--- src/rtl/imem_loader.sv ---
// rtl/imem_loader.sv - byte-stream loader that programs instruction memory while holding the core in reset
module imem_loader #(
  parameter int unsigned DEPTH_WORDS = 16,
  parameter logic [63:0] BASE_ADDR   = 64'd0,
  parameter int unsigned RESET_HOLD  = 2
) (
  input  logic        clk,
  input  logic        reset,
  input  logic        start,
  input  logic [15:0] num_words,
  input  logic [7:0]  byte_in,
  input  logic        byte_valid,
  output logic        byte_ready,
  output logic        imem_we,
  output logic [63:0] imem_addr,
  output logic [31:0] imem_wdata,
  output logic        cpu_reset,
  output logic        done,
  output logic        error
);

  typedef enum logic [2:0] {
    S_IDLE,
    S_COLLECT,
    S_WRITE,
    S_RELEASE,
    S_DONE
  } state_t;

  state_t      r_state;
  logic        r_byte_ready;
  logic        r_imem_we;
  logic [63:0] r_imem_addr;
  logic [31:0] r_imem_wdata;
  logic        r_cpu_reset;
  logic        r_done;
  logic        r_error;
  logic [23:0] r_asm;
  logic [1:0]  r_byte_idx;
  logic [15:0] r_word_idx;
  logic [15:0] r_count;
  logic [31:0] r_hold;

  logic        w_xfer;
  logic        w_count_bad;
  logic        w_can_start;
  logic [63:0] w_word_addr;
  logic        w_hold_last;

  assign w_xfer      = byte_valid & r_byte_ready;
  assign w_count_bad = (num_words == 16'd0) || ({16'd0, num_words} > DEPTH_WORDS);
  assign w_can_start = (r_state == S_IDLE) || (r_state == S_DONE);
  assign w_word_addr = BASE_ADDR + {46'd0, r_word_idx, 2'b00};
  // A RESET_HOLD of 0 still spends one cycle in RELEASE.
  assign w_hold_last = ((r_hold + 32'd1) >= RESET_HOLD);

  assign byte_ready = r_byte_ready;
  assign imem_we    = r_imem_we;
  assign imem_addr  = r_imem_addr;
  assign imem_wdata = r_imem_wdata;
  assign cpu_reset  = r_cpu_reset;
  assign done       = r_done;
  assign error      = r_error;

  // Load sequencer: validate start, gather 4 bytes, pulse a word write, then hold and release the core.
  always_ff @(posedge clk or posedge reset) begin
    if (reset) begin
      r_state      <= S_IDLE;
      r_byte_ready <= 1'b0;
      r_imem_we    <= 1'b0;
      r_imem_addr  <= 64'd0;
      r_imem_wdata <= 32'd0;
      r_cpu_reset  <= 1'b1;
      r_done       <= 1'b0;
      r_error      <= 1'b0;
      r_asm        <= 24'd0;
      r_byte_idx   <= 2'd0;
      r_word_idx   <= 16'd0;
      r_count      <= 16'd0;
      r_hold       <= 32'd0;
    end else begin
      case (r_state)
        S_IDLE, S_DONE: begin
          if (start && w_can_start) begin
            if (w_count_bad) begin
              // Rejected start leaves state and cpu_reset alone.
              r_error <= 1'b1;
              r_done  <= 1'b0;
            end else begin
              r_count      <= num_words;
              r_error      <= 1'b0;
              r_done       <= 1'b0;
              r_cpu_reset  <= 1'b1;
              r_word_idx   <= 16'd0;
              r_byte_idx   <= 2'd0;
              r_byte_ready <= 1'b1;
              r_state      <= S_COLLECT;
            end
          end
        end
        S_COLLECT: begin
          if (w_xfer) begin
            case (r_byte_idx)
              2'd0: r_asm[7:0]   <= byte_in;
              2'd1: r_asm[15:8]  <= byte_in;
              2'd2: r_asm[23:16] <= byte_in;
              default: begin
                // Fourth byte completes the word; present it directly to memory.
                r_imem_wdata <= {byte_in, r_asm};
                r_imem_addr  <= w_word_addr;
                r_imem_we    <= 1'b1;
                r_byte_ready <= 1'b0;
                r_state      <= S_WRITE;
              end
            endcase
            r_byte_idx <= r_byte_idx + 2'd1;
          end
        end
        S_WRITE: begin
          r_imem_we  <= 1'b0;
          r_word_idx <= r_word_idx + 16'd1;
          if ((r_word_idx + 16'd1) == r_count) begin
            r_hold  <= 32'd0;
            r_state <= S_RELEASE;
          end else begin
            r_byte_idx   <= 2'd0;
            r_byte_ready <= 1'b1;
            r_state      <= S_COLLECT;
          end
        end
        S_RELEASE: begin
          if (w_hold_last) begin
            r_cpu_reset <= 1'b0;
            r_done      <= 1'b1;
            r_state     <= S_DONE;
          end else begin
            r_hold <= r_hold + 32'd1;
          end
        end
        default: r_state <= S_IDLE;
      endcase
    end
  end

endmodule

--- config.mk ---
export PLATFORM = sky130hd
export DESIGN_NAME = imem_loader
export DESIGN_NICKNAME = d
export VERILOG_FILES = /design/src/rtl/imem_loader.sv
export SDC_FILE = /design/constraint.sdc
export NUM_CORES = 1
export LEC_CHECK = 0
export CAP_MARGIN = 10
export CELL_PAD_IN_SITES_DETAIL_PLACEMENT = 1
export CELL_PAD_IN_SITES_GLOBAL_PLACEMENT = 2
export CORE_UTILIZATION = 31
export CTS_CLUSTER_SIZE = 25
export DETAILED_ROUTE_END_ITERATION = 7
export PLACE_DENSITY_LB_ADDON = 0.12
export SYNTH_ARGS = -nofsm -noshare
export SYNTH_HDL_FRONTEND = slang
export SYNTH_SLANG_ARGS = --single-unit
export TNS_END_PERCENT = 1
--- constraint.sdc ---
create_clock -name clk -period 4.85 [get_ports clk]
set_input_delay 0.97 -clock clk [delete_from_list [all_inputs] [get_ports clk]]
set_output_delay 0.97 -clock clk [all_outputs]
set_load 0.005 [all_outputs]
==> metrics.csv <==
metric;value;unit
synth_compound_area_share;7.03;%
die_x;156;um
powerDensity;296;nW/um^2
critical_path_class;primary input to flop;
wire_per_inst;16.7;um
synthCells;648;
cts.path.max_buffers;2;
hp-class;flop to flop;
drt_iter0_drc;163;
io_buffers;80;
yosysWarningCount;0;
synth-simple-area-share;18.7;%
maxSlewViolCount;0;
cts_hold_buf;0;
arrival;3.80;ns
r2r_cells;9;
cts_tree;built;
io_pins;129;
dp_slack;0.865;ns
synth.avg_cell_area;11.4;sq um
ys.flop_type;dfrtp_1;
clkSinkCount;146;
post_cts_buffers;0;
start_kind;primary input;
place.gp.congestion;0.788;
cp.required;5.16;ns
ys_seq_area_share;49.6;%
grtUsageTotal;15.7;%
slew_headroom;26.6;%
floorplan.initialDensity;31.5;%
post-dp-hpwl;12200;um
max_stage_delay;0.74;ns
insertedDiodeCount;0;
post-route-period-util;72.0;%
cts_inserted_buffers;17;
wl;17700;um
layout_common_cells;dfrtp_1, clkdlybuf4s50_1, mux2_2, conb_1, nand2_1;
synth_seq_cells;146;
area_growth;21.3;%
drc;0;
p_total;2.65;mW
worstMarginPinSlew;1.10;ns
synth-edff-count;0;
endpoint_kind;flop;
grt_pass1_wl;29500;um
htreeDepth;4;
setup_tns;0;ns
max_freq;0.286;GHz
crit_slowest_cell;nor4_1;
final_common_cell;dfrtp_1;
postPlaceCellArea;8330;sq um
rsz0062_at_grt;false;
synth.distinct_cells;69;
cp_cell_sequence;clkdlybuf4s50_1 > nand2_1 > nor4_1 > nand2_2 > buf_4 > mux2_2;
final_nets;764;
grt_pass1_vias;5307;
viasPerCell;4.78;
vias;5076;
hold_viol_final;0;
drtPass1Iterations;4;
synth_top_family_by_area;simple AND/OR/NAND/NOR gates;
timing.final.ws_setup;1.36;ns
fin_area;8940;sq um
crit_fanout;31;
period_minus_slack;3.49;ns
whs_path_depth;2;
synth_xor_area_share;3.69;%
cts_root_buffer;clkbuf_16;
drive_gt1_share;21.7;%
core;23400;sq um
synth_fa_ha_area_share;1.19;%
grt_max_degree;147;
p_leak;4.09;nW
status;finished clean;
fin_skew;0.0130;ns
cts.clk_slew.worst_paths;0.07;ns
antenna_found_initial;0;
async_flop_share;100;%
finalSetupViolations;0;
dieArea;24400;sq um
clkLatencyLatePin;0.43;ns
rows;56;
cts_resized;0;
muxShareOfSynthArea;12.8;%
fin_util;38.2;%
ir_worst_vdd;0.180;mV
antenna_left;0;
netlist_area;7370;sq um
grt_overflow_total;0;
cap_violations;0;
die_y;156;um
-- report_power, final --
part | internal [mW] | leakage, nW | switching [mW]
combinational | 0.0398 | 1.86 | 0.0675
sequential | 1.22 | 1.94 | 0.00294
clock | 0.698 | 0.289 | 0.622
total | 1.96 | 4.09 | 0.692
-- cell families after synthesis --
kind of cell / after synthesis
flops: 146
compound gates: 79
other cells: 1
simple gates: 220
buf+inv: 80
fa+ha+maj: 7
mux: 84
xor+xnor: 31
-- stage by stage --
step | cells | hold WS (ns)
2_1_floorplan | 695 | 0.467
3_3_place_gp | 1029 | 0.481
3_5_place_dp | 1029 | 0.486
4_1_cts | 1061 | 0.503
5_1_grt | 1061 | 0.520
6_report | 1061 | 0.494
-- final cells by class --
type | count | area, sq um
multi-input combinational | 469 | 3390
clock inverter | 15 | 181
timing repair buffer | 84 | 843
tap | 319 | 399
sequential | 146 | 3650
inverter | 11 | 45.0
fill | 2578 | 14500
clock buffer | 17 | 425
-- flip-flops by register name, summed over array words and instances, names as in the netlist --
signal / flops
r_asm: 24
r_hold: 32
cpu_reset: 1
r_word_idx: 16
imem_we: 1
error: 1
r_state: 3
done: 1
r_byte_idx: 2
byte_ready: 1
r_count: 16
imem_wdata: 32
imem_addr: 16
-- cells in the mapped netlist (2+ instances only) --
cell | instances | share of area (%)
a211oi_1 | 4 | 0.41
a21boi_0 | 2 | 0.20
a21oi_1 | 15 | 1.0
a22o_1 | 2 | 0.24
a31oi_1 | 5 | 0.42
and2_1 | 17 | 1.4
and2_4 | 13 | 1.5
and3_1 | 9 | 0.76
and3_4 | 2 | 0.31
and4_1 | 4 | 0.48
buf_1 | 4 | 0.20
buf_2 | 5 | 0.34
buf_4 | 48 | 4.9
buf_6 | 3 | 0.46
clkbuf_1 | 9 | 0.46
dfrtp_1 | 145 | 49
ha_1 | 7 | 1.2
inv_1 | 11 | 0.56
mux2_2 | 79 | 12
mux2i_1 | 4 | 0.54
nand2_1 | 40 | 2.0
nand2b_1 | 2 | 0.17
nand3_1 | 21 | 1.4
nand3_2 | 3 | 0.41
nand4_1 | 12 | 1.0
nand4_2 | 2 | 0.34
nor2_1 | 31 | 1.6
nor2b_1 | 13 | 1.1
nor3_1 | 15 | 1.0
nor4_1 | 7 | 0.59
nor4_2 | 4 | 0.68
nor4_4 | 4 | 1.2
o21ai_0 | 29 | 2.0
o22ai_1 | 3 | 0.25
o31ai_1 | 5 | 0.51
or2_2 | 2 | 0.17
or3_1 | 3 | 0.25
or4_1 | 4 | 0.41
xnor2_1 | 18 | 2.1
xor2_1 | 13 | 1.5
-- path summary, 6_finish.rpt --
path | from | endpoint | slack [ns]
min in group asynchronous | reset | imem_wdata[31]$_DFFE_PP0P_ | 1.12
hold / removal | done$_DFFE_PP0P_ | done$_DFFE_PP0P_ | 0.49
setup reg to reg | r_hold[0]$_DFFE_PP0P_ | r_hold[30]$_DFFE_PP0P_ | 1.46
max in group asynchronous | reset | error$_DFFE_PP0P_ | 3.13
setup / recovery | byte_valid | imem_wdata[18]$_DFFE_PP0P_ | 1.36
hold reg to reg | done$_DFFE_PP0P_ | done$_DFFE_PP0P_ | 0.49
-- metal layers --
layer / GRT usage, % / up-vias / wire length, um
met1: 20.9 / 2591 / 8370
li1: - / 2367 / -
met3: 3.72 / 12 / 737
met4: 4.20 / 0 / 169
met5: 0 / - / 0
met2: 25.3 / 106 / 8420
-- worst max-delay path, delay by kind of cell --
family | cells | cell delay [ns]
buf+inv | 2 | 0.98
mux | 1 | 0.30
simple gates | 3 | 1.54
Note: power is estimated with default switching activity, not from simulation.
